File: src/rtl/mem_port_arbiter_if.sv
// Signal bundle between mem_port_arbiter, its requesters and the shared memory.
// The arbiter takes the slave view; requesters and memory take the master view.
interface mem_port_arbiter_if #(
  parameter int NUM_REQ    = 2,
  parameter int DATA_WIDTH = 10,
  parameter int ADDR_WIDTH = 4
);
  logic [NUM_REQ-1:0]            req_valid;
  logic [NUM_REQ-1:0]            req_we;
  logic [NUM_REQ-1:0]            req_lock;
  logic [NUM_REQ*ADDR_WIDTH-1:0] req_addr;
  logic [NUM_REQ*DATA_WIDTH-1:0] req_wdata;
  logic [NUM_REQ-1:0]            req_ready;
  logic [NUM_REQ-1:0]            rsp_valid;
  logic                          rsp_err;
  logic [DATA_WIDTH-1:0]         rsp_rdata;
  logic                          busy;
  logic                          mem_wr_en;
  logic                          mem_rd_en;
  logic [ADDR_WIDTH-1:0]         mem_addr;
  logic [DATA_WIDTH-1:0]         mem_data_in;
  logic [DATA_WIDTH-1:0]         mem_data_out;

  modport slave (
    input  req_valid, req_we, req_lock, req_addr, req_wdata, mem_data_out,
    output req_ready, rsp_valid, rsp_err, rsp_rdata, busy,
           mem_wr_en, mem_rd_en, mem_addr, mem_data_in
  );

  modport master (
    output req_valid, req_we, req_lock, req_addr, req_wdata, mem_data_out,
    input  req_ready, rsp_valid, rsp_err, rsp_rdata, busy,
           mem_wr_en, mem_rd_en, mem_addr, mem_data_in
  );
endinterface

File: src/rtl/mem_port_arbiter.sv
// Round-robin arbiter with bounded lock that sequences one access at a time
// onto a single-port synchronous memory and returns a one-hot response.
module mem_port_arbiter #(
  parameter int NUM_REQ    = 2,
  parameter int DATA_WIDTH = 10,
  parameter int ADDR_WIDTH = 4,
  parameter int DEPTH      = 8,
  parameter int MAX_LOCK   = 4
) (
  input logic               clk,
  input logic               rst,
  mem_port_arbiter_if.slave bus
);
  localparam int          IDX_W      = $clog2(NUM_REQ);
  localparam int          CNT_W      = $clog2(MAX_LOCK + 1);
  localparam int unsigned DEPTH_U    = DEPTH;
  localparam int unsigned MAX_LOCK_U = MAX_LOCK;

  typedef enum logic [1:0] {IDLE, ISSUE, CAPTURE, RESP} state_e;

  state_e                state_q, state_d;
  logic [IDX_W-1:0]      last_q, last_d;
  logic [CNT_W-1:0]      lock_cnt_q, lock_cnt_d;
  logic                  lock_q, lock_d;
  logic                  we_q, we_d;
  logic [ADDR_WIDTH-1:0] addr_q, addr_d;
  logic [DATA_WIDTH-1:0] wdata_q, wdata_d;
  logic                  err_q, err_d;
  logic [DATA_WIDTH-1:0] rdata_q, rdata_d;

  logic                  any_valid;
  logic                  regrant;
  logic                  in_range;
  logic [IDX_W-1:0]      cand;
  logic [IDX_W-1:0]      winner;

  assign in_range = 32'(addr_q) < DEPTH_U;

  // Scanning from the farthest candidate back to last+1 leaves the nearest
  // valid requester as the final assignment.
  always_comb begin
    any_valid = |bus.req_valid;
    regrant   = lock_q && bus.req_valid[last_q] && (32'(lock_cnt_q) < MAX_LOCK_U);
    winner    = last_q;
    cand      = last_q;
    if (!regrant) begin
      for (int k = NUM_REQ; k >= 1; k--) begin
        cand = IDX_W'((int'(last_q) + k) % NUM_REQ);
        if (bus.req_valid[cand]) winner = cand;
      end
    end
  end

  // NOTE: sequential state uses non-blocking assignments so every register
  // samples pre-edge values regardless of statement order.
  always_ff @(posedge clk) begin
    if (rst) begin
      state_q    <= IDLE;
      last_q     <= IDX_W'(NUM_REQ - 1);
      lock_cnt_q <= '0;
      lock_q     <= 1'b0;
      we_q       <= 1'b0;
      addr_q     <= '0;
      wdata_q    <= '0;
      err_q      <= 1'b0;
      rdata_q    <= '0;
    end else begin
      state_q    <= state_d;
      last_q     <= last_d;
      lock_cnt_q <= lock_cnt_d;
      lock_q     <= lock_d;
      we_q       <= we_d;
      addr_q     <= addr_d;
      wdata_q    <= wdata_d;
      err_q      <= err_d;
      rdata_q    <= rdata_d;
    end
  end

  // NOTE: every combinational output gets a default first so no path
  // leaves a signal unassigned and infers a latch.
  always_comb begin
    state_d    = state_q;
    last_d     = last_q;
    lock_cnt_d = lock_cnt_q;
    lock_d     = lock_q;
    we_d       = we_q;
    addr_d     = addr_q;
    wdata_d    = wdata_q;
    err_d      = err_q;
    rdata_d    = rdata_q;
    case (state_q)
      IDLE: begin
        if (any_valid) begin
          state_d    = ISSUE;
          last_d     = winner;
          lock_d     = bus.req_lock[winner];
          lock_cnt_d = regrant ? lock_cnt_q + CNT_W'(1) : '0;
          we_d       = bus.req_we[winner];
          addr_d     = bus.req_addr[int'(winner)*ADDR_WIDTH +: ADDR_WIDTH];
          wdata_d    = bus.req_wdata[int'(winner)*DATA_WIDTH +: DATA_WIDTH];
        end else if (lock_q && !bus.req_valid[last_q]) begin
          lock_cnt_d = '0;
        end
      end
      ISSUE: begin
        err_d = !in_range;
        if (!in_range) begin
          rdata_d = '0;
          state_d = RESP;
        end else if (we_q) begin
          state_d = RESP;
        end else begin
          state_d = CAPTURE;
        end
      end
      CAPTURE: begin
        rdata_d = bus.mem_data_out;
        state_d = RESP;
      end
      RESP:    state_d = IDLE;
      default: state_d = IDLE;
    endcase
  end

  always_comb begin
    bus.req_ready = '0;
    if (state_q == IDLE && any_valid && !rst) bus.req_ready[winner] = 1'b1;
    bus.busy        = (state_q != IDLE);
    bus.mem_wr_en   = (state_q == ISSUE) && in_range && we_q;
    bus.mem_rd_en   = (state_q == ISSUE) && in_range && !we_q;
    bus.mem_addr    = (state_q == ISSUE) ? addr_q  : '0;
    bus.mem_data_in = (state_q == ISSUE) ? wdata_q : '0;
    bus.rsp_valid   = '0;
    if (state_q == RESP) bus.rsp_valid[last_q] = 1'b1;
    bus.rsp_err     = (state_q == RESP) && err_q;
    bus.rsp_rdata   = rdata_q;
  end
endmodule

File: src/flat_wrapper.sv
// flat-port wrapper written by rule: the top's interface ports become plain ports
module mem_port_arbiter_flat 
#(
  parameter int NUM_REQ    = 2,
  parameter int DATA_WIDTH = 10,
  parameter int ADDR_WIDTH = 4,
  parameter int DEPTH      = 8,
  parameter int MAX_LOCK   = 4
)
  (clk, rst, bus_req_valid, bus_req_we, bus_req_lock, bus_req_addr, bus_req_wdata, bus_mem_data_out, bus_req_ready, bus_rsp_valid, bus_rsp_err, bus_rsp_rdata, bus_busy, bus_mem_wr_en, bus_mem_rd_en, bus_mem_addr, bus_mem_data_in);
  mem_port_arbiter_if #(.NUM_REQ(NUM_REQ), .DATA_WIDTH(DATA_WIDTH), .ADDR_WIDTH(ADDR_WIDTH)) bus_i ();
  input logic clk;
  input logic rst;
  input wire logic [$bits(bus_i.req_valid)-1:0] bus_req_valid;
  input wire logic [$bits(bus_i.req_we)-1:0] bus_req_we;
  input wire logic [$bits(bus_i.req_lock)-1:0] bus_req_lock;
  input wire logic [$bits(bus_i.req_addr)-1:0] bus_req_addr;
  input wire logic [$bits(bus_i.req_wdata)-1:0] bus_req_wdata;
  input wire logic [$bits(bus_i.mem_data_out)-1:0] bus_mem_data_out;
  output wire logic [$bits(bus_i.req_ready)-1:0] bus_req_ready;
  output wire logic [$bits(bus_i.rsp_valid)-1:0] bus_rsp_valid;
  output wire logic [$bits(bus_i.rsp_err)-1:0] bus_rsp_err;
  output wire logic [$bits(bus_i.rsp_rdata)-1:0] bus_rsp_rdata;
  output wire logic [$bits(bus_i.busy)-1:0] bus_busy;
  output wire logic [$bits(bus_i.mem_wr_en)-1:0] bus_mem_wr_en;
  output wire logic [$bits(bus_i.mem_rd_en)-1:0] bus_mem_rd_en;
  output wire logic [$bits(bus_i.mem_addr)-1:0] bus_mem_addr;
  output wire logic [$bits(bus_i.mem_data_in)-1:0] bus_mem_data_in;
  assign bus_i.req_valid = bus_req_valid;
  assign bus_i.req_we = bus_req_we;
  assign bus_i.req_lock = bus_req_lock;
  assign bus_i.req_addr = bus_req_addr;
  assign bus_i.req_wdata = bus_req_wdata;
  assign bus_i.mem_data_out = bus_mem_data_out;
  assign bus_req_ready = bus_i.req_ready;
  assign bus_rsp_valid = bus_i.rsp_valid;
  assign bus_rsp_err = bus_i.rsp_err;
  assign bus_rsp_rdata = bus_i.rsp_rdata;
  assign bus_busy = bus_i.busy;
  assign bus_mem_wr_en = bus_i.mem_wr_en;
  assign bus_mem_rd_en = bus_i.mem_rd_en;
  assign bus_mem_addr = bus_i.mem_addr;
  assign bus_mem_data_in = bus_i.mem_data_in;
  mem_port_arbiter #(.NUM_REQ(NUM_REQ), .DATA_WIDTH(DATA_WIDTH), .ADDR_WIDTH(ADDR_WIDTH), .DEPTH(DEPTH), .MAX_LOCK(MAX_LOCK)) u_core (.clk(clk), .rst(rst), .bus(bus_i));
endmodule
File: config.mk
export PLATFORM = sky130hd
export DESIGN_NAME = mem_port_arbiter_flat
export DESIGN_NICKNAME = d
export VERILOG_FILES = /design/src/rtl/mem_port_arbiter_if.sv /design/src/rtl/mem_port_arbiter.sv /design/src/flat_wrapper.sv
export SDC_FILE = /design/constraint.sdc
export NUM_CORES = 1
export LEC_CHECK = 0
export ABC_AREA = 1
export CORE_ASPECT_RATIO = 0.8
export CORE_MARGIN = 2
export CORE_UTILIZATION = 45
export DETAILED_ROUTE_END_ITERATION = 8
export PLACE_DENSITY = 0.93
export SYNTH_ARGS = -nofsm -noshare
export SYNTH_HDL_FRONTEND = slang
export SYNTH_SLANG_ARGS = --single-unit
File: constraint.sdc
create_clock -name clk -period 2.35 [get_ports clk]
set_input_delay 0.235 -clock clk [delete_from_list [all_inputs] [get_ports clk]]
set_output_delay 0.235 -clock clk [all_outputs]
set_load 0.03 [all_outputs]
==> flow_metrics.py <==
metrics = {
    "clock_tree": {
        "cts_setup_buffers": 0,
        "clk_latency_ps": 280,
        "clk_pin_slew_worst_paths_ps": 60,
        "hold_buffers": 0,
        "clk_path_buf_depth": 2,
        "cts_buffers": 5,
        "h-tree-depth": 2,
        "cts.sinks": 33,
        "cts_tree": "built",
        "clockRootBuffer": "clkbuf_8",
    },
    "logic_synthesis": {
        "synth.most_common_cell": "nand3_1",
        "synth-main-ff-cell": "dfxtp_1",
        "postSynthCellCount": 249,
        "synth_seq_cells": 33,
        "ys_seq_area_share_pct": 38.43,
        "synth_fp_nets": 301,
        "async_reset_ff_share_pct": 0,
        "yosys.area.top_type": "dfxtp_1",
        "ys_top_cells_by_area": "dfxtp_1 38%, nand3_1 15%, inv_1 9.8%",
        "syn_area_um2": 1719,
        "ys_warn_count": 0,
        "syn-mean-instance-area_um2": 6.904,
        "synth_edf_count": 0,
        "synth_top_area_share_pct": 38.43,
        "ys_top_cells_by_count": "53 x nand3_1, 45 x inv_1, 42 x nand2_1, 33 x dfxtp_1",
        "synth_cell_types": 22,
    },
    "final_layout": {
        "finalNetCount": 381,
        "areaGrowthSynthToFinish_pct": 53.42,
        "drive_above_1_share_pct": 8.485,
        "antenna_cells": 0,
        "fin_cells": 374,
    },
    "global_route": {
        "grt_max_degree": 25,
        "busiest_layer": "met2",
        "grt_overflow": 0,
        "grt_pass1_wl_um": 7293,
        "antenna_found_initial": 0,
        "grt_pass1_vias": 1718,
        "groute.usage.overall_pct": 22.34,
        "gr-usage-met1_pct": 24.82,
        "grt_util_met2_pct": 39.00,
        "grtUsageMet3_pct": 7.823,
    },
    "die": {
        "die_w_um": 73.11,
        "io_pins": 78,
        "die_y_um": 59.29,
        "start_util_pct": 46.11,
        "rows": 20,
        "die_area_um2": 4334,
        "core_um2": 3729,
    },
    "detailed_routing": {
        "route.detailed.drc": 0,
        "dr.pass1.iters": 5,
        "wl_per_cell_um": 12.32,
        "wirelength_um": 4609,
        "drt_iter0_drc": 85,
        "detail-route-antenna-nets": 0,
        "avgViaCountPerCell": 4.914,
        "vias": 1838,
    },
    "pwr": {
        "peakVddDrop_mv": 0.5184,
        "power.total_uw": 2723,
        "p_leak_uw": 0.001260,
        "pwr_density_cell_nw_per_um2": 1032,
    },
    "hold_path": {
        "hp-class": "reg -> reg",
        "hold_start": "u_core.err_q$_SDFFE_PP0P_",
        "min_to": "u_core.err_q$_SDFFE_PP0P_",
        "whs_path_depth": 2,
    },
    "worst_setup_path": {
        "cp-start-kind": "flop",
        "required_ps": 2120,
        "r2r-end": "u_core.bus.rsp_rdata[9]$_SDFFE_PP0P_",
        "cp_data_arrival_time_ps": 2010,
        "worstSetupPathType": "reg -> out",
        "crit_top_cell": "inv_1",
        "worstPathMaxFanout": 12,
        "path_cells": "inv_1, ha_2, buf_12, nand2_1, inv_1, clkdlybuf4s50_1",
        "rr_startpoint": "u_core.state_q[1]$_SDFFE_PP0P_",
        "r2r_slack_ps": 720,
        "slowest_stage": "clkdlybuf4s50_1",
        "cpPeakStageDelay_ps": 680,
        "reg2reg_depth": 6,
        "end_kind": "output pin",
    },
    "timing": {
        "slew_headroom_pct": 55.65,
        "fin_skew_ps": 3.780,
        "setup_viol": 0,
        "hold_violations": 0,
        "worstMarginPinSlew_ps": 660.8,
        "final_max_slew_viol_count": 0,
        "fmax_ghz": 0.4462,
        "finalCritPeriodShare_pct": 95.38,
        "fin_crit_ps": 2241,
    },
    "place": {
        "hpwlAfterDp_um": 3507,
        "dp.cells": 366,
        "place.gp.congestion": 0.7928,
        "port_buffers": 77,
    },
    "flow_run": {
        "maxCapViolations": 0,
    },
    "outcome": {
        "outcome": "completed",
    },
}
critical path: cells and delay by family (launching register included):
kind                     cells  cell delay (ps)
adder cells (fa/ha/maj)      1              300
AND/OR/NAND/NOR              1               50
flip-flops                   1              330
buffers and inverters        4             1040
how the worst max path moves through the flow:
stage | from | endpoint | slack (ps) | cells after the start
2_1_floorplan | u_core.state_q[1]$_SDFFE_PP0P_ | bus_req_ready[1] | 670 | 6
3_3_place_gp | bus_req_valid[1] | bus_req_ready[1] | 210 | 8
3_5_place_dp | bus_req_valid[1] | bus_req_ready[1] | 190 | 8
4_1_cts | u_core.state_q[1]$_SDFFE_PP0P_ | bus_mem_addr[1] | 20 | 6
5_1_grt | u_core.state_q[1]$_SDFFE_PP0P_ | bus_mem_wr_en | -4 | 5
6_report | u_core.state_q[1]$_SDFFE_PP0P_ | bus_mem_addr[1] | 110 | 6
state kept, by name, summed over array words and instances, names as in the netlist:
signal	flops
u_core.addr_q	4
u_core.bus.rsp_rdata	10
u_core.err_q	1
u_core.last_q	1
u_core.lock_cnt_q	3
u_core.lock_q	1
u_core.state_q	2
u_core.wdata_q	10
u_core.we_q	1
cell families after synthesis:
logic type | count (synthesis) | share of synthesized area (%)
buf+inv | 57 | 14.05
flops | 33 | 38.43
compound gates | 31 | 9.098
simple gates | 122 | 34.06
fa+ha+maj | 6 | 4.367
stage by stage:
stage                     TNS [ps]  util (%)  instance area [um2]  hold WS, ps  setup WS, ps
after global placement           0     67.99                 2535        449.5         205.3
after CTS                        0     70.67                 2635        470.4         23.56
after global routing        -6.267     70.74                 2638        507.3        -3.518
after detailed placement         0     67.99                 2535        459.3         193.0
after floorplan                  0         -                 1719        366.3         673.8
final                            0     70.74                 2638        465.8         108.7
layer usage:
layer	wire length, um	vias to the layer above
li1	-	941
met1	1940	824
met2	2250	69
met3	374	4
met4	44	0
met5	0	-
cells in the final DEF, fill, tap and decap left out:
| master | netlist | layout |
|---|---|---|
| inv_1 | 45 | 45 |
| clkbuf_8 | 0 | 7 |
| buf_4 | 4 | 6 |
| o22ai_1 | 1 | 1 |
| dfxtp_1 | 33 | 33 |
| buf_12 | 0 | 1 |
| nand2_1 | 42 | 42 |
| clkinv_2 | 0 | 1 |
| nand2_4 | 2 | 2 |
| nor3_2 | 1 | 1 |
| nor2_1 | 17 | 17 |
| nor2_8 | 1 | 1 |
| clkdlybuf4s50_1 | 0 | 75 |
| o21ai_1 | 1 | 1 |
| nand3_2 | 1 | 1 |
| o21ai_0 | 17 | 17 |
| a21oi_1 | 12 | 12 |
| nand3_1 | 53 | 53 |
| nor2_2 | 2 | 2 |
| nand2_2 | 2 | 2 |
| ha_1 | 6 | 5 |
| inv_2 | 2 | 2 |
| nor2_4 | 1 | 1 |
| ha_2 | 0 | 1 |
| dlygate4sd2_1 | 0 | 1 |
where the power goes:
group	leakage (uW)	switching, uW	internal, uW
clock network	0.0000542	204	265
logic	0.000935	856	552
registers	0.000270	111	735
total	0.00126	1170	1550
final cells by class:
type                    instances  area [um2]
clock buffers                   7       96.34
clock inverters                 1       5.005
fillers                       295        1091
inverters                      47       176.4
multi-input cells             159       819.5
flip-flops and latches         33       660.6
well taps                      44       55.05
repair buffers                 83       824.5
timing repair:
action	4_1_cts	5_1_grt
gates resized for setup	1	1
endpoints found under the setup margin	1	14
gates cloned	0	0
Note: power is estimated with default switching activity, not from simulation.
